`config.mk`:
```
export PLATFORM = sky130hd
export DESIGN_NAME = add_pipe_flat
export DESIGN_NICKNAME = d
export VERILOG_FILES = /design/src/rtl/add_pipe_if.sv /design/src/rtl/add_pipe.sv /design/src/flat_wrapper.sv
export SDC_FILE = /design/constraint.sdc
export NUM_CORES = 1
export LEC_CHECK = 0
export CELL_PAD_IN_SITES_DETAIL_PLACEMENT = 1
export CELL_PAD_IN_SITES_GLOBAL_PLACEMENT = 1
export CORE_MARGIN = 2
export CORE_UTILIZATION = 41
export CTS_CLUSTER_SIZE = 30
export DETAILED_ROUTE_END_ITERATION = 7
export PLACE_DENSITY = 0.94
export SYNTH_ARGS = -nofsm -noshare
export SYNTH_HDL_FRONTEND = slang
export SYNTH_SLANG_ARGS = --single-unit
```
`constraint.sdc`:
```
create_clock -name clk -period 6.5 [get_ports clk]
set_input_delay 1.3 -clock clk [delete_from_list [all_inputs] [get_ports clk]]
set_output_delay 1.3 -clock clk [all_outputs]
set_load 0.1 [all_outputs]
```
`src/rtl/add_pipe_if.sv`:
```
`default_nettype none
// ============================================================================
// add_pipe_if : operand/result handshake bundle for add_pipe   | rev 1.0
// ============================================================================
interface add_pipe_if;
  logic        in_valid;
  logic        in_ready;
  logic [19:0] a;
  logic [19:0] b;
  logic        ci;
  logic        out_valid;
  logic        out_ready;
  logic [19:0] s;
  logic        co;

  modport master (
    output in_valid, a, b, ci, out_ready,
    input  in_ready, out_valid, s, co
  );

  modport slave (
    input  in_valid, a, b, ci, out_ready,
    output in_ready, out_valid, s, co
  );
endinterface
`default_nettype wire

```
`src/rtl/add_pipe.sv`:
```
`default_nettype none
// ============================================================================
// add_pipe : two-stage 20-bit carry-select adder with valid/ready flow control
// rev 1.0
// ============================================================================
module add_pipe (
  input  logic       clk,
  input  logic       rst,
  add_pipe_if.slave  bus
);
  localparam int c_NHI = 3;   // upper blocks B2..B4 precomputed in stage 1

  logic r_v1;
  logic r_v2;
  logic w_adv1;
  logic w_adv2;
  logic w_acc;

  assign w_adv2       = !r_v2 || bus.out_ready;
  assign w_adv1       = !r_v1 || w_adv2;
  assign w_acc        = bus.in_valid && w_adv1;
  assign bus.in_ready = w_adv1;
  assign bus.out_valid = r_v2;

  // Stage 1 combinational: ripple B0, carry-select B1, both variants of B2..B4
  logic [4:0] w_b0;
  logic [4:0] w_b1_c0;
  logic [4:0] w_b1_c1;
  logic [4:0] w_b1;
  logic [c_NHI-1:0][4:0] w_pre0;
  logic [c_NHI-1:0][4:0] w_pre1;

  assign w_b0    = {1'b0, bus.a[3:0]} + {1'b0, bus.b[3:0]} + {4'b0000, bus.ci};
  assign w_b1_c0 = {1'b0, bus.a[7:4]} + {1'b0, bus.b[7:4]};
  assign w_b1_c1 = {1'b0, bus.a[7:4]} + {1'b0, bus.b[7:4]} + 5'd1;
  assign w_b1    = w_b0[4] ? w_b1_c1 : w_b1_c0;

  for (genvar gi = 0; gi < c_NHI; gi++) begin : g_blk
    assign w_pre0[gi] = {1'b0, bus.a[4*(gi+2) +: 4]} + {1'b0, bus.b[4*(gi+2) +: 4]};
    assign w_pre1[gi] = {1'b0, bus.a[4*(gi+2) +: 4]} + {1'b0, bus.b[4*(gi+2) +: 4]} + 5'd1;
  end

  logic [7:0]            r_s1_lo;
  logic                  r_c2;
  logic [c_NHI-1:0][4:0] r_p0;
  logic [c_NHI-1:0][4:0] r_p1;

  // Stage 2 combinational: carry ripples through the precomputed selections
  logic [4:0] w_b2;
  logic [4:0] w_b3;
  logic [4:0] w_b4;

  assign w_b2 = r_c2    ? r_p1[0] : r_p0[0];
  assign w_b3 = w_b2[4] ? r_p1[1] : r_p0[1];
  assign w_b4 = w_b3[4] ? r_p1[2] : r_p0[2];

  logic [7:0]  r_s_lo;
  logic [11:0] r_s_hi;
  logic        r_co;

  always_ff @(posedge clk) begin
    if (rst) begin
      r_v1    <= 1'b0;
      r_v2    <= 1'b0;
      r_s1_lo <= '0;
      r_c2    <= 1'b0;
      r_p0    <= '0;
      r_p1    <= '0;
      r_s_lo  <= '0;
      r_s_hi  <= '0;
      r_co    <= 1'b0;
    end else begin
      if (w_adv2) begin
        r_v2 <= r_v1;
      end
      // Output registers only move when a real result replaces them
      if (w_adv2 && r_v1) begin
        r_s_lo <= r_s1_lo;
        r_s_hi <= {w_b4[3:0], w_b3[3:0], w_b2[3:0]};
        r_co   <= w_b4[4];
      end
      if (w_adv1) begin
        r_v1 <= w_acc;
      end
      if (w_acc) begin
        r_s1_lo <= {w_b1[3:0], w_b0[3:0]};
        r_c2    <= w_b1[4];
        r_p0    <= w_pre0;
        r_p1    <= w_pre1;
      end
    end
  end

  assign bus.s  = {r_s_hi, r_s_lo};
  assign bus.co = r_co;

endmodule
`default_nettype wire

```
`src/flat_wrapper.sv`:
```
// flat-port wrapper written by rule: the top's interface ports become plain ports
module add_pipe_flat 
  (clk, rst, bus_in_valid, bus_a, bus_b, bus_ci, bus_out_ready, bus_in_ready, bus_out_valid, bus_s, bus_co);
  add_pipe_if bus_i ();
  input  logic clk;
  input  logic rst;
  input wire logic [$bits(bus_i.in_valid)-1:0] bus_in_valid;
  input wire logic [$bits(bus_i.a)-1:0] bus_a;
  input wire logic [$bits(bus_i.b)-1:0] bus_b;
  input wire logic [$bits(bus_i.ci)-1:0] bus_ci;
  input wire logic [$bits(bus_i.out_ready)-1:0] bus_out_ready;
  output wire logic [$bits(bus_i.in_ready)-1:0] bus_in_ready;
  output wire logic [$bits(bus_i.out_valid)-1:0] bus_out_valid;
  output wire logic [$bits(bus_i.s)-1:0] bus_s;
  output wire logic [$bits(bus_i.co)-1:0] bus_co;
  assign bus_i.in_valid = bus_in_valid;
  assign bus_i.a = bus_a;
  assign bus_i.b = bus_b;
  assign bus_i.ci = bus_ci;
  assign bus_i.out_ready = bus_out_ready;
  assign bus_in_ready = bus_i.in_ready;
  assign bus_out_valid = bus_i.out_valid;
  assign bus_s = bus_i.s;
  assign bus_co = bus_i.co;
  add_pipe u_core (.clk(clk), .rst(rst), .bus(bus_i));
endmodule
```
==> PnR_summary.wiki, run 1 <==
{| class="wikitable"
! Metric !! Value
|-
| Status || finished clean
|-
| Highest-count cells in the layout ignoring fill and taps || sky130_fd_sc_hd__clkdlybuf4s50_1, sky130_fd_sc_hd__dfxtp_1, sky130_fd_sc_hd__nand2_1
|-
| Post-placement cell area || 3960 um2
|-
| Leading cell type in the layout, fill and taps excluded || sky130_fd_sc_hd__clkdlybuf4s50_1
|-
| HPWL reported at the end of detailed placement || 5.96 mm
|-
| Fraction of power consumed by combinational cells || 26.6%
|-
| Sequential power share || a little under 40%
|-
| Worst path buffer plus inverter count || 2
|-
| Sort of element at the start of the critical path || primary input
|-
| GR Util met2 || 35.6%
|-
| Final critical-path required period || 4.38 ns
|-
| Final max-slew violation count || 0
|-
| I/O Pins || 68
|-
| Post-synthesis area per instance || around 8.7 um2
|-
| Net switching power figure || 352 uW
|-
| Height of the die || 93.0 um
|-
| Number of hold buffers added after cts || 0
|-
| First drt pass iteration count || 4
|-
| Largest area contributor in the netlist || sky130_fd_sc_hd__dfxtp_1
|-
| Required time of the critical path || 5.20 ns
|-
| Layout Nets || 508
|-
| Leakage || approximately 1.7 nW
|-
| Top cell type's share of synthesized area || 38.2%
|-
| Sequential area share after synthesis || 38.2%
|-
| Critical Path Max Stage Delay || 1.15 ns
|-
| Most frequent CP cell || sky130_fd_sc_hd__clkdlybuf4s50_1
|-
| Clock-pin slew reported for the worst setup and hold paths after clock tree synthesis || 0.07 ns
|-
| Number of routed nets with antenna violations || 0
|-
| Number of synthesized flops with an enable pin || 0
|-
| Number of placement rows || 32
|-
| Antenna diode count || 0
|-
| Final clock skew || roughly 0.0047 ns
|-
| Number of global-route vias before repair || 3020
|-
| Number of cells produced by synthesis || 375
|-
| Syn. warnings || 0
|-
| Width of the chip || 93.0 um
|-
| Maximum number of pins on one net before global-route repair || 63
|-
| DIE AREA || 8640 um2
|-
| Max Clk Rate || 228 MHz
|-
| All-Layer GR Usage || 20.6%
|-
| Number of distinct library cells after synthesis || 34
|-
| Slew at the pin with the worst max-slew slack || 1.18 ns
|-
| Antenna violations before repair || 0
|-
| Max-cap check violation count || 0
|-
| Setup TNS after final layout || 0 ns
|-
| Switching fraction of total power || 31.6%
|-
| #FFs+latches synth || 62
|-
| GP Congestion || around 0.78
|-
| Top delay family on crit path || buffers and inverters
|-
| Path class of the lowest-slack min-delay path || register to register
|-
| CTS buffer count || 9
|-
| Count of clock tree sinks || 62
|-
| DRC violation total after the first TritonRoute iteration || 85
|-
| Maximum fanout along the worst path || 4
|-
| P_int || 761 uW
|-
| Worst-path cell chain || clkdlybuf4s50_1 -> nand3b_1 -> clkdlybuf4s50_1
|-
| Area growth from synthesis to final layout || 29.0%
|-
| TritonCTS clock tree || done
|-
| Initial Utilization || 42.2%
|-
| Peak supply drop || 110 uV
|-
| Minimum setup slack among reg-to-reg paths || about 4.4 ns
|-
| Count of filler cells inserted in the layout || 906
|-
| Largest buffer count on any clock path || 2
|-
| Gates resized, CTS repair || 0
|-
| Top area cells in the synthesized netlist || sky130_fd_sc_hd__dfxtp_1, sky130_fd_sc_hd__ha_1, sky130_fd_sc_hd__a21oi_1
|-
| Clock root buffer || sky130_fd_sc_hd__clkbuf_8
|-
| Data arrival time of the worst path || between 3 and 4 ns
|-
| Final critical-path share of the clock period || 67.4%
|-
| Busiest layer in global routing || met2
|-
| Cell area after synthesis || 3250 um2
|-
| Number of buffers added on ports || 67
|-
| DRC viols || 0
|-
| Worst Path Class, Setup || primary input to primary output
|-
| Total nets after synthesis || 449
|-
| Number of setup buffers added after CTS || 0
|-
| Slowest stage cell on the critical path || sky130_fd_sc_hd__clkdlybuf4s50_1
|-
| Vias per std cell || between 5 and 6
|-
| Worst setup EP type || primary output
|-
| Fraction of layout instances using a drive strength above 1 || 4.57%
|-
| Total Power Consumption || 1.11 mW
|-
| Clock latency on the worst-skew pair || 0.34 ns
|-
| H-tree lvl count || 3
|-
| Grt ovf || 0
|-
| Worst slew slack as a fraction of its limit || 21.3%
|-
| Final-report setup violation count || 0
|-
| Final-report hold violation count || 0
|-
| Routed wire length || around 8.4 mm
|-
| Met3 GRT Util || 4.27%
|-
| Clock power frac || 34.3%
|-
| Setup repair after global routing missed its margin || no
|-
| Most used DFF post-synth || sky130_fd_sc_hd__dfxtp_1
|-
| Final non-filler cell area || 4190 um2
|-
| First-pass GRT wire length || 14.2 mm
|-
| Routed length per instance || approximately 16 um
|-
| Via count of the routed design || 2881
|-
| Core area || 7690 um2
|-
| Global-route track usage on met1 || 25.9%
|-
| Power Dens Cells || around 270 nW/um2
|-
| Proportion of register bits with asynchronous set or reset after synthesis || 0%
|}
==> final timing paths <==
| kind | cells after the start | to | from |
|---|---|---|---|
| setup / recovery | 3 | bus_in_ready | bus_out_ready |
| hold / removal | 2 | u_core.r_s_lo[3]$_SDFFE_PP0P_ | u_core.r_s1_lo[3]$_SDFFE_PP0P_ |
| setup reg to reg | 4 | u_core.bus.co$_SDFFE_PP0P_ | u_core.r_c2$_SDFFE_PP0P_ |
| hold reg to reg | 2 | u_core.r_s_lo[3]$_SDFFE_PP0P_ | u_core.r_s1_lo[3]$_SDFFE_PP0P_ |
==> cells by family after synthesis <==
logic type                 share of synthesized area [%]
and+or+nand+nor                                     16.8
AOI/OAI and AO/OA                                   17.6
DFF                                                 38.2
buffers and inverters                               4.16
adders and majority gates                           12.6
xor gates and xnor gates                            4.59
muxes                                               6.01
==> area by class of cell <==
class / instances / area [um2] / area share, %
multi-input cells: 280 / 1870 / 44.7
flip-flops and latches: 62 / 1240 / 29.7
repair buffers: 69 / 681 / 16.3
clock buffers: 11 / 151 / 3.62
well taps: 102 / 128 / 3.05
clock inverters: 4 / 70.1 / 1.67
inverters: 12 / 45.0 / 1.08
==> cells in the mapped netlist (6+ instances only) <==
cell type,number
sky130_fd_sc_hd__nand2_1,52
sky130_fd_sc_hd__clkbuf_1,16
sky130_fd_sc_hd__a21oi_1,44
sky130_fd_sc_hd__inv_1,12
sky130_fd_sc_hd__a211oi_1,23
sky130_fd_sc_hd__nand3_1,7
sky130_fd_sc_hd__dfxtp_1,62
sky130_fd_sc_hd__xor2_1,10
sky130_fd_sc_hd__nor2_1,38
sky130_fd_sc_hd__xnor2_1,7
sky130_fd_sc_hd__ha_1,23
sky130_fd_sc_hd__mux2i_1,15
sky130_fd_sc_hd__a21o_1,7
sky130_fd_sc_hd__fa_1,6
==> sequential cells by signal, summed over array words and instances, names as in the netlist <==
signal / cells
u_core.r_s1_lo: 8
u_core.r_p1: 15
u_core.bus.out_valid: 1
u_core.r_s_lo: 8
u_core.r_s_hi: 12
u_core.r_p0: 15
u_core.r_c2: 1
u_core.r_v1: 1
u_core.bus.co: 1
==> through the flow <==
step / utilization [%] / setup WS [ns] / std cells / hold slack, ns
CTS: 54.4 / 2.12 / 540 / 0.456
finish: 54.4 / 2.12 / 540 / 0.454
global route: 54.4 / 2.07 / 540 / 0.476
detailed placement: 51.6 / 2.12 / 525 / 0.448
floorplan: - / 3.06 / 375 / 0.429
global placement: 51.6 / 2.14 / 525 / 0.440
==> metal layers <==
layer	routed length, um	part of all wire, %	up-vias
met5	0	0	-
met4	112	1.3	0
met3	292	3.5	12
met2	4160	49	61
met1	3850	46	1380
li1	-	-	1428
==> power by group through the flow <==
stage,Clock [mW],Sequential [mW],Combinational (mW)
after floorplan,0,0.493,0.154
after global placement,0,0.440,0.276
after detailed placement,0,0.443,0.291
after CTS,0.386,0.435,0.297
after global routing,0.402,0.439,0.322
final,0.382,0.435,0.296
==> tightest hold or removal path, delay by kind of cell, from the launching register on <==
kind            cells  cell delay (ns)
flops               1             0.31
compound gates      1             0.05
simple gates        1             0.05
No activity file was read; power rests on OpenSTA's default activity.
==> run 2, diff against run 1 <==
CORE_UTILIZATION = 34   (was 41)
PLACE_DENSITY = 0.84   (was 0.94)
clock period = 3.6 ns   (was 6.5 ns; I/O delays follow)
==> run 2 against run 1 <==
Compared with the run above: routed wire length decreased by 6.6%; worst hold slack improved by 0.00095 ns; count of clock-buffer cells in the layout increased by 1; first-iteration DRC count increased by 13%; register-to-register slack got worse by 2.8 ns; critical path depth increased by 7; utilization decreased by 9.1 points; sequential share of layout area unchanged; cell area unchanged; non-clock buffer count increased by 3; die area increased by 20%; clock skew increased by 0.0042 ns; critical endpoint is now u_core.r_s1_lo[7]$_SDFFE_PP0P_; highest routed layer unchanged.
==> PnR_summary.wiki, run 2 (same netlist as run 1, synthesis figures left out) <==
{| class="wikitable"
! Metric !! Value
|-
| First-pass GRT wire length || 13.4 mm (was 14.2 mm)
|-
| Max-cap check violation count || 0 (unchanged)
|-
| First drt pass iteration count || 4 (unchanged)
|-
| Path class of the lowest-slack min-delay path || register to register (unchanged)
|-
| CTS buffer count || 9 (unchanged)
|-
| Clock root buffer || sky130_fd_sc_hd__clkbuf_8 (unchanged)
|-
| Largest buffer count on any clock path || 2 (unchanged)
|-
| Leakage || 1.68 nW (was 1.70 nW)
|-
| Finished Layout Cells || 571 (was 540)
|-
| Cell Count Post-Placement || 555 (was 525)
|-
| Sort of element at the start of the critical path || primary input (unchanged)
|-
| DRC violation total after the first TritonRoute iteration || 96 (was 85)
|-
| Initial Utilization || 35.1% (was 42.2%)
|-
| Height of the die || 102 um (was 93.0 um)
|-
| Leading cell type in the layout, fill and taps excluded || sky130_fd_sc_hd__clkdlybuf4s50_1 (unchanged)
|-
| Via count of the routed design || 2800 (was 2881)
|-
| Number of global-route vias before repair || 2870 (was 3020)
|-
| Count of clock tree sinks || 62 (unchanged)
|-
| Fraction of layout instances using a drive strength above 1 || 5.20% (was 4.57%)
|-
| Required time of the critical path || 3.80 ns (was 5.20 ns)
|-
| Antenna diode count || 0 (unchanged)
|-
| Setup TNS after final layout || 0 ns (unchanged)
|-
| Width of the chip || 102 um (was 93.0 um)
|-
| DIE AREA || 10300 um2 (was 8640 um2)
|-
| Worst-path cell chain || clkdlybuf4s50_1 -> inv_1 -> fa_1 -> inv_1 -> fa_1 -> nand3_1 -> and2_1 -> nor4b_1 -> xnor2_1 -> a21oi_1 (was clkdlybuf4s50_1 -> nand3b_1 -> clkdlybuf4s50_1)
|-
| All-Layer GR Usage || 16.3% (was 20.6%)
|-
| Clock-pin slew reported for the worst setup and hold paths after clock tree synthesis || 0.07 ns (about the same)
|-
| Final-report hold violation count || 0 (unchanged)
|-
| Power Dens Cells || 439 nW/um2 (was 266 nW/um2)
|-
| Worst Path Class, Setup || primary input to register (was primary input to primary output)
|-
| Worst setup EP type || register (was primary output)
|-
| GP Congestion || 0.766 (was 0.783)
|-
| Final-report setup violation count || 0 (unchanged)
|-
| TritonCTS clock tree || done (unchanged)
|-
| Layout Nets || 511 (was 508)
|-
| Vias per std cell || 4.90 (was 5.34)
|-
| Worst path buffer plus inverter count || 3 (was 2)
|-
| Number of setup buffers added after CTS || 0 (unchanged)
|-
| Final critical-path share of the clock period || 73.7%
|-
| Max Clk Rate || 377 MHz
|-
| Total Power Consumption || 1.84 mW (was 1.11 mW)
|-
| Number of hold buffers added after cts || 0 (unchanged)
|-
| Final non-filler cell area || 4190 um2 (unchanged)
|-
| Antenna violations before repair || 0 (unchanged)
|-
| DRC viols || 0 (unchanged)
|-
| Maximum number of pins on one net before global-route repair || 50 (was 63)
|-
| Worst slew slack as a fraction of its limit || 33.1% (was 21.3%)
|-
| Setup repair after global routing missed its margin || no (unchanged)
|-
| Core area || 9240 um2 (was 7690 um2)
|-
| Post-placement cell area || 4020 um2 (was 3960 um2)
|-
| Routed length per instance || 13.8 um (was 15.6 um)
|-
| HPWL reported at the end of detailed placement || 6.01 mm (was 5.96 mm)
|-
| Slowest stage cell on the critical path || sky130_fd_sc_hd__clkdlybuf4s50_1 (unchanged)
|-
| Pre-CTS setup slack || 0.561 ns (was 2.12 ns)
|-
| Number of routed nets with antenna violations || 0 (unchanged)
|-
| Top delay family on crit path || adder cells (was buffers and inverters)
|-
| Final max-slew violation count || 0 (unchanged)
|-
| I/O Pins || 68 (unchanged)
|-
| Data arrival time of the worst path || 2.85 ns (was 3.08 ns)
|-
| Maximum fanout along the worst path || 4 (unchanged)
|-
| Hold Worst Slack || 0.455 ns (was 0.454 ns)
|-
| Final clock skew || 0.00895 ns (was 0.00474 ns)
|-
| Routed wire length || 7.87 mm (was 8.42 mm)
|-
| Largest registers || u_core.r_p0 x15, u_core.r_p1 x15, u_core.r_s_hi x12 (unchanged)
|-
| H-tree lvl count || 3 (unchanged)
|-
| Highest-count cells in the layout ignoring fill and taps || sky130_fd_sc_hd__clkdlybuf4s50_1, sky130_fd_sc_hd__dfxtp_1, sky130_fd_sc_hd__nand2_1 (unchanged)
|-
| Slew at the pin with the worst max-slew slack || 1.00 ns (was 1.18 ns)
|-
| Number of buffers added on ports || 67 (unchanged)
|-
| Critical Path Max Stage Delay || 0.46 ns (was 1.15 ns)
|-
| Count of filler cells inserted in the layout || 1083 (was 906)
|-
| Clock latency on the worst-skew pair || 0.34 ns (about the same)
|-
| Peak supply drop || 161 uV (was 110 uV)
|-
| Area growth from synthesis to final layout || 29.0% (unchanged)
|-
| Number of placement rows || 35 (was 32)
|-
| Final core utilization || 45.3% (was 54.4%)
|-
| Slack of the critical path || 0.949 ns (was 2.12 ns)
|-
| Grt ovf || 0 (unchanged)
|-
| Status || finished clean (unchanged)
|-
| Final critical-path required period || 2.65 ns
|-
| Gates resized, CTS repair || 0 (unchanged)
|}
==> run 2: path summary, 6_finish.rpt <==
path,slack [ns],to,cells after the start,start
max,0.95,u_core.r_s1_lo[7]$_SDFFE_PP0P_,10,bus_ci
min,0.46,u_core.r_s_lo[5]$_SDFFE_PP0P_,2,u_core.r_s1_lo[5]$_SDFFE_PP0P_
max reg2reg,1.53,u_core.bus.co$_SDFFE_PP0P_,4,u_core.r_c2$_SDFFE_PP0P_
min reg2reg,0.46,u_core.r_s_lo[5]$_SDFFE_PP0P_,2,u_core.r_s1_lo[5]$_SDFFE_PP0P_
==> run 2: layer usage <==
layer  share of wire (%)  vias to the layer above  global-route usage, %  wire length (um)
li1                    -                     1426                      -                 -
met1                  48                     1309                   21.8              3800
met2                  47                       57                   26.3              3670
met3                 3.6                        8                   3.11               286
met4                 1.4                        0                   5.61               110
met5                   0                        -                      0                 0
==> run 2: power breakdown <==
part           switching, mW  internal (mW)
clock                  0.262          0.265
sequential            0.0377          0.746
combinational          0.316          0.208
==> run 2: tightest hold or removal path: cells and delay by family (launching register included) <==
| family | cells | cell delay (ns) |
|---|---|---|
| flip-flops | 1 | 0.31 |
| AND/OR/NAND/NOR | 1 | 0.06 |
| AO/OA/AOI/OAI | 1 | 0.05 |
==> run 2: layout make-up <==
type,instances,area [um2],area share [%]
multi-input combinational,280,1870,44.7
sequential,62,1240,29.7
timing repair buffer,72,701,16.7
tap,129,161,3.86
clock buffer,12,145,3.47
inverter,12,45.0,1.08
clock inverter,4,22.5,0.538
==> run 3, diff against run 2 <==
CORE_UTILIZATION = 38   (was 34)
PLACE_DENSITY = 0.89   (was 0.84)
clock period = 2.6 ns   (was 3.6 ns; I/O delays follow)
==> run 3 against run 2 <==
Compared with the run above: cell area up 0.78%; clock skew up 0.0039 ns; via count up 5.2%; utilization up 5.8 points; clock power up 46%; die area down 10%; first-iteration DRC count up 14%; largest cell class unchanged; largest power group unchanged.
==> PnR_summary.wiki, run 3 (same netlist as run 1, synthesis figures left out) <==
{| class="wikitable"
! Metric !! Value
|-
| Path class of the lowest-slack min-delay path || register to register (unchanged)
|-
| CTS buffer count || 9 (unchanged)
|-
| Number of hold buffers added after cts || 0 (unchanged)
|-
| Reg2Reg Capture Point || u_core.bus.co$_SDFFE_PP0P_ (unchanged)
|-
| Slack of the critical path || 0.205 ns (was 0.949 ns)
|-
| DIE AREA || 9300 um2 (was 10300 um2)
|-
| Clock-pin slew reported for the worst setup and hold paths after clock tree synthesis || 0.06 ns (was 0.07 ns)
|-
| DRC violation total after the first TritonRoute iteration || 109 (was 96)
|-
| H-tree lvl count || 3 (unchanged)
|-
| Fraction of power consumed by combinational cells || 29.3% (was 28.5%)
|-
| Number of placement rows || 33 (was 35)
|-
| Count of clock tree sinks || 62 (unchanged)
|-
| Antenna violations before repair || 0 (unchanged)
|-
| Final clock skew || 0.0129 ns (was 0.00895 ns)
|-
| P_int || 1.73 mW (was 1.22 mW)
|-
| Net switching power figure || 897 uW (was 616 uW)
|-
| Hold path startpoint || u_core.r_p0[1]$_SDFFE_PP0P_ (was u_core.r_s1_lo[5]$_SDFFE_PP0P_)
|-
| Total area of multi-input combinational cells || 1870 um2 (about the same)
|-
| Beginning of the worst register-to-register path || u_core.r_c2$_SDFFE_PP0P_ (unchanged)
|-
| Maximum number of pins on one net before global-route repair || 35 (was 50)
|-
| All-Layer GR Usage || 19.9% (was 16.3%)
|-
| Final max-slew violation count || 0 (unchanged)
|-
| Final core utilization || 51.1% (was 45.3%)
|-
| Layout Nets || 523 (was 511)
|-
| Number of setup buffers added after CTS || 0 (unchanged)
|-
| Fraction of layout instances using a drive strength above 1 || 13.5% (was 5.20%)
|-
| HPWL reported at the end of detailed placement || 6.19 mm (was 6.01 mm)
|-
| Number of buffers added on ports || 67 (unchanged)
|-
| Core area || 8260 um2 (was 9240 um2)
|-
| Area growth from synthesis to final layout || 30.0% (was 29.0%)
|-
| Number of global-route vias before repair || 3041 (was 2870)
|-
| Via count of the routed design || 2945 (was 2800)
|-
| Clock power frac || 29.3% (was 28.7%)
|-
| Clock root buffer || sky130_fd_sc_hd__clkbuf_8 (unchanged)
|-
| Peak supply drop || 229 uV (was 161 uV)
|-
| Number of routed nets with antenna violations || 0 (unchanged)
|-
| Leading cell type in the layout, fill and taps excluded || sky130_fd_sc_hd__dfxtp_1 (was sky130_fd_sc_hd__clkdlybuf4s50_1)
|-
| Routed wire length || 8.71 mm (was 7.87 mm)
|-
| Grt ovf || 0 (unchanged)
|-
| Critical path origin || bus_a[4] (was bus_ci)
|-
| Required time of the critical path || 2.87 ns (was 3.80 ns)
|-
| Worst reg2reg path depth || 4 (unchanged)
|-
| Setup repair after global routing missed its margin || no (unchanged)
|-
| Clock latency on the worst-skew pair || 0.35 ns (was 0.34 ns)
|-
| Sort of element at the start of the critical path || primary input (unchanged)
|-
| Worst Path Class, Setup || primary input to register (unchanged)
|-
| Count of filler cells inserted in the layout || 998 (was 1083)
|-
| Max Clk Rate || between 400 and 500 MHz
|-
| Data arrival time of the worst path || 2.67 ns (was 2.85 ns)
|-
| Final-report setup violation count || 0 (unchanged)
|-
| Minimum setup slack among reg-to-reg paths || 0.72 ns (was 1.53 ns)
|-
| GP Congestion || 0.779 (was 0.766)
|-
| Status || finished clean (unchanged)
|-
| Routed length per instance || 15.6 um (was 13.8 um)
|-
| Final critical-path required period || between 2 and 2.5 ns
|-
| Largest buffer count on any clock path || 2 (unchanged)
|-
| Vias per std cell || 5.28 (was 4.90)
|-
| Highest-count cells in the layout ignoring fill and taps || sky130_fd_sc_hd__dfxtp_1, sky130_fd_sc_hd__nand2_1, sky130_fd_sc_hd__a21oi_1 (was sky130_fd_sc_hd__clkdlybuf4s50_1, sky130_fd_sc_hd__dfxtp_1, sky130_fd_sc_hd__nand2_1)
|-
| Width of the chip || 96.4 um (was 102 um)
|-
| Switching fraction of total power || 34.2% (was 33.6%)
|-
| Max-cap check violation count || 0 (unchanged)
|-
| Worst slew slack as a fraction of its limit || 69.1% (was 33.1%)
|-
| First drt pass iteration count || 4 (unchanged)
|-
| Reg area || 1240 um2 (about the same)
|-
| Final critical-path share of the clock period || 92.1%
|-
| Final-report hold violation count || 0 (unchanged)
|-
| Leakage || 1.80 nW (was 1.68 nW)
|-
| I/O Pins || 68 (unchanged)
|-
| Largest registers || u_core.r_p0 x15, u_core.r_p1 x15, u_core.r_s_hi x12 (unchanged)
|-
| Crit path capture || u_core.r_c2$_SDFFE_PP0P_ (was u_core.r_s1_lo[7]$_SDFFE_PP0P_)
|-
| Power Dens Cells || 622 nW/um2 (was 439 nW/um2)
|-
| Maximum fanout along the worst path || 2 (was 4)
|-
| Setup TNS after final layout || 0 ns (unchanged)
|-
| Pre-CTS setup slack || -0.146 ns (was 0.561 ns)
|-
| Slew at the pin with the worst max-slew slack || 0.462 ns (was 1.00 ns)
|-
| DRC viols || 0 (unchanged)
|-
| Height of the die || 96.4 um (was 102 um)
|-
| First-pass GRT wire length || 14.2 mm (was 13.4 mm)
|-
| Worst setup EP type || register (unchanged)
|-
| Sequential power share || 41.4% (was 42.7%)
|-
| Initial Utilization || 39.3% (was 35.1%)
|-
| Antenna diode count || 0 (unchanged)
|-
| Gates resized, CTS repair || 0 (unchanged)
|-
| TritonCTS clock tree || done (unchanged)
|}
==> run 3: worst min-delay path by stage <==
stage	depth (start not counted)	to	slack [ns]
2_1_floorplan	2	u_core.r_s_lo[7]$_SDFFE_PP0P_	0.43
3_3_place_gp	2	u_core.r_p1[12]$_SDFFE_PP0P_	0.44
3_5_place_dp	2	u_core.r_p1[11]$_SDFFE_PP0P_	0.45
4_1_cts	2	u_core.r_p0[1]$_SDFFE_PP0P_	0.46
5_1_grt	2	u_core.r_p0[1]$_SDFFE_PP0P_	0.49
6_report	2	u_core.r_p0[1]$_SDFFE_PP0P_	0.46
==> run 3: area by class of cell <==
class                      instances  area share (%)
tap                              105            3.11
sequential                        62            29.5
clock inverter                     4           0.534
inverter                          12            1.07
multi-input combinational        280            44.4
timing repair buffer              84            17.7
clock buffer                      11            3.59
==> run 3: layer usage <==
layer / vias to the layer above / routed length [um] / track usage, %
li1: 1454 / - / -
met1: 1397 / 3780 / 23.9
met2: 79 / 4260 / 33.9
met3: 15 / 483 / 4.65
met4: 0 / 181 / 8.45
met5: - / 0 / 0
==> run 3: through the flow <==
step / instance area (um2) / power (mW) / hold WS (ns) / std cells
floorplan: 3250 / 1.62 / 0.429 / 375
finish: 4220 / 2.62 / 0.458 / 558
global placement: 4040 / 1.82 / 0.439 / 543
CTS: 4220 / 2.64 / 0.461 / 558
global route: 4220 / 2.75 / 0.488 / 558
detailed placement: 4040 / 1.86 / 0.449 / 543
==> run 3: critical path: stages <==
cell                              delay [ns]
sky130_fd_sc_hd__clkdlybuf4s50_1        0.47
sky130_fd_sc_hd__ha_1                   0.17
sky130_fd_sc_hd__inv_1                  0.06
sky130_fd_sc_hd__fa_1                   0.46
sky130_fd_sc_hd__inv_1                  0.11
sky130_fd_sc_hd__ha_1                   0.15
sky130_fd_sc_hd__inv_1                  0.06
sky130_fd_sc_hd__a211o_1                0.29
sky130_fd_sc_hd__nor3_1                 0.14
sky130_fd_sc_hd__mux2i_1                0.11
sky130_fd_sc_hd__a21oi_1                0.13
==> run 3: power groups by stage <==
stage	sequential (mW)	combinational (mW)	clock [mW]
after floorplan	1.23	0.386	0
after global placement	1.10	0.721	0
after global routing	1.09	0.833	0.818
final	1.09	0.767	0.769
after detailed placement	1.10	0.755	0
after CTS	1.09	0.769	0.786
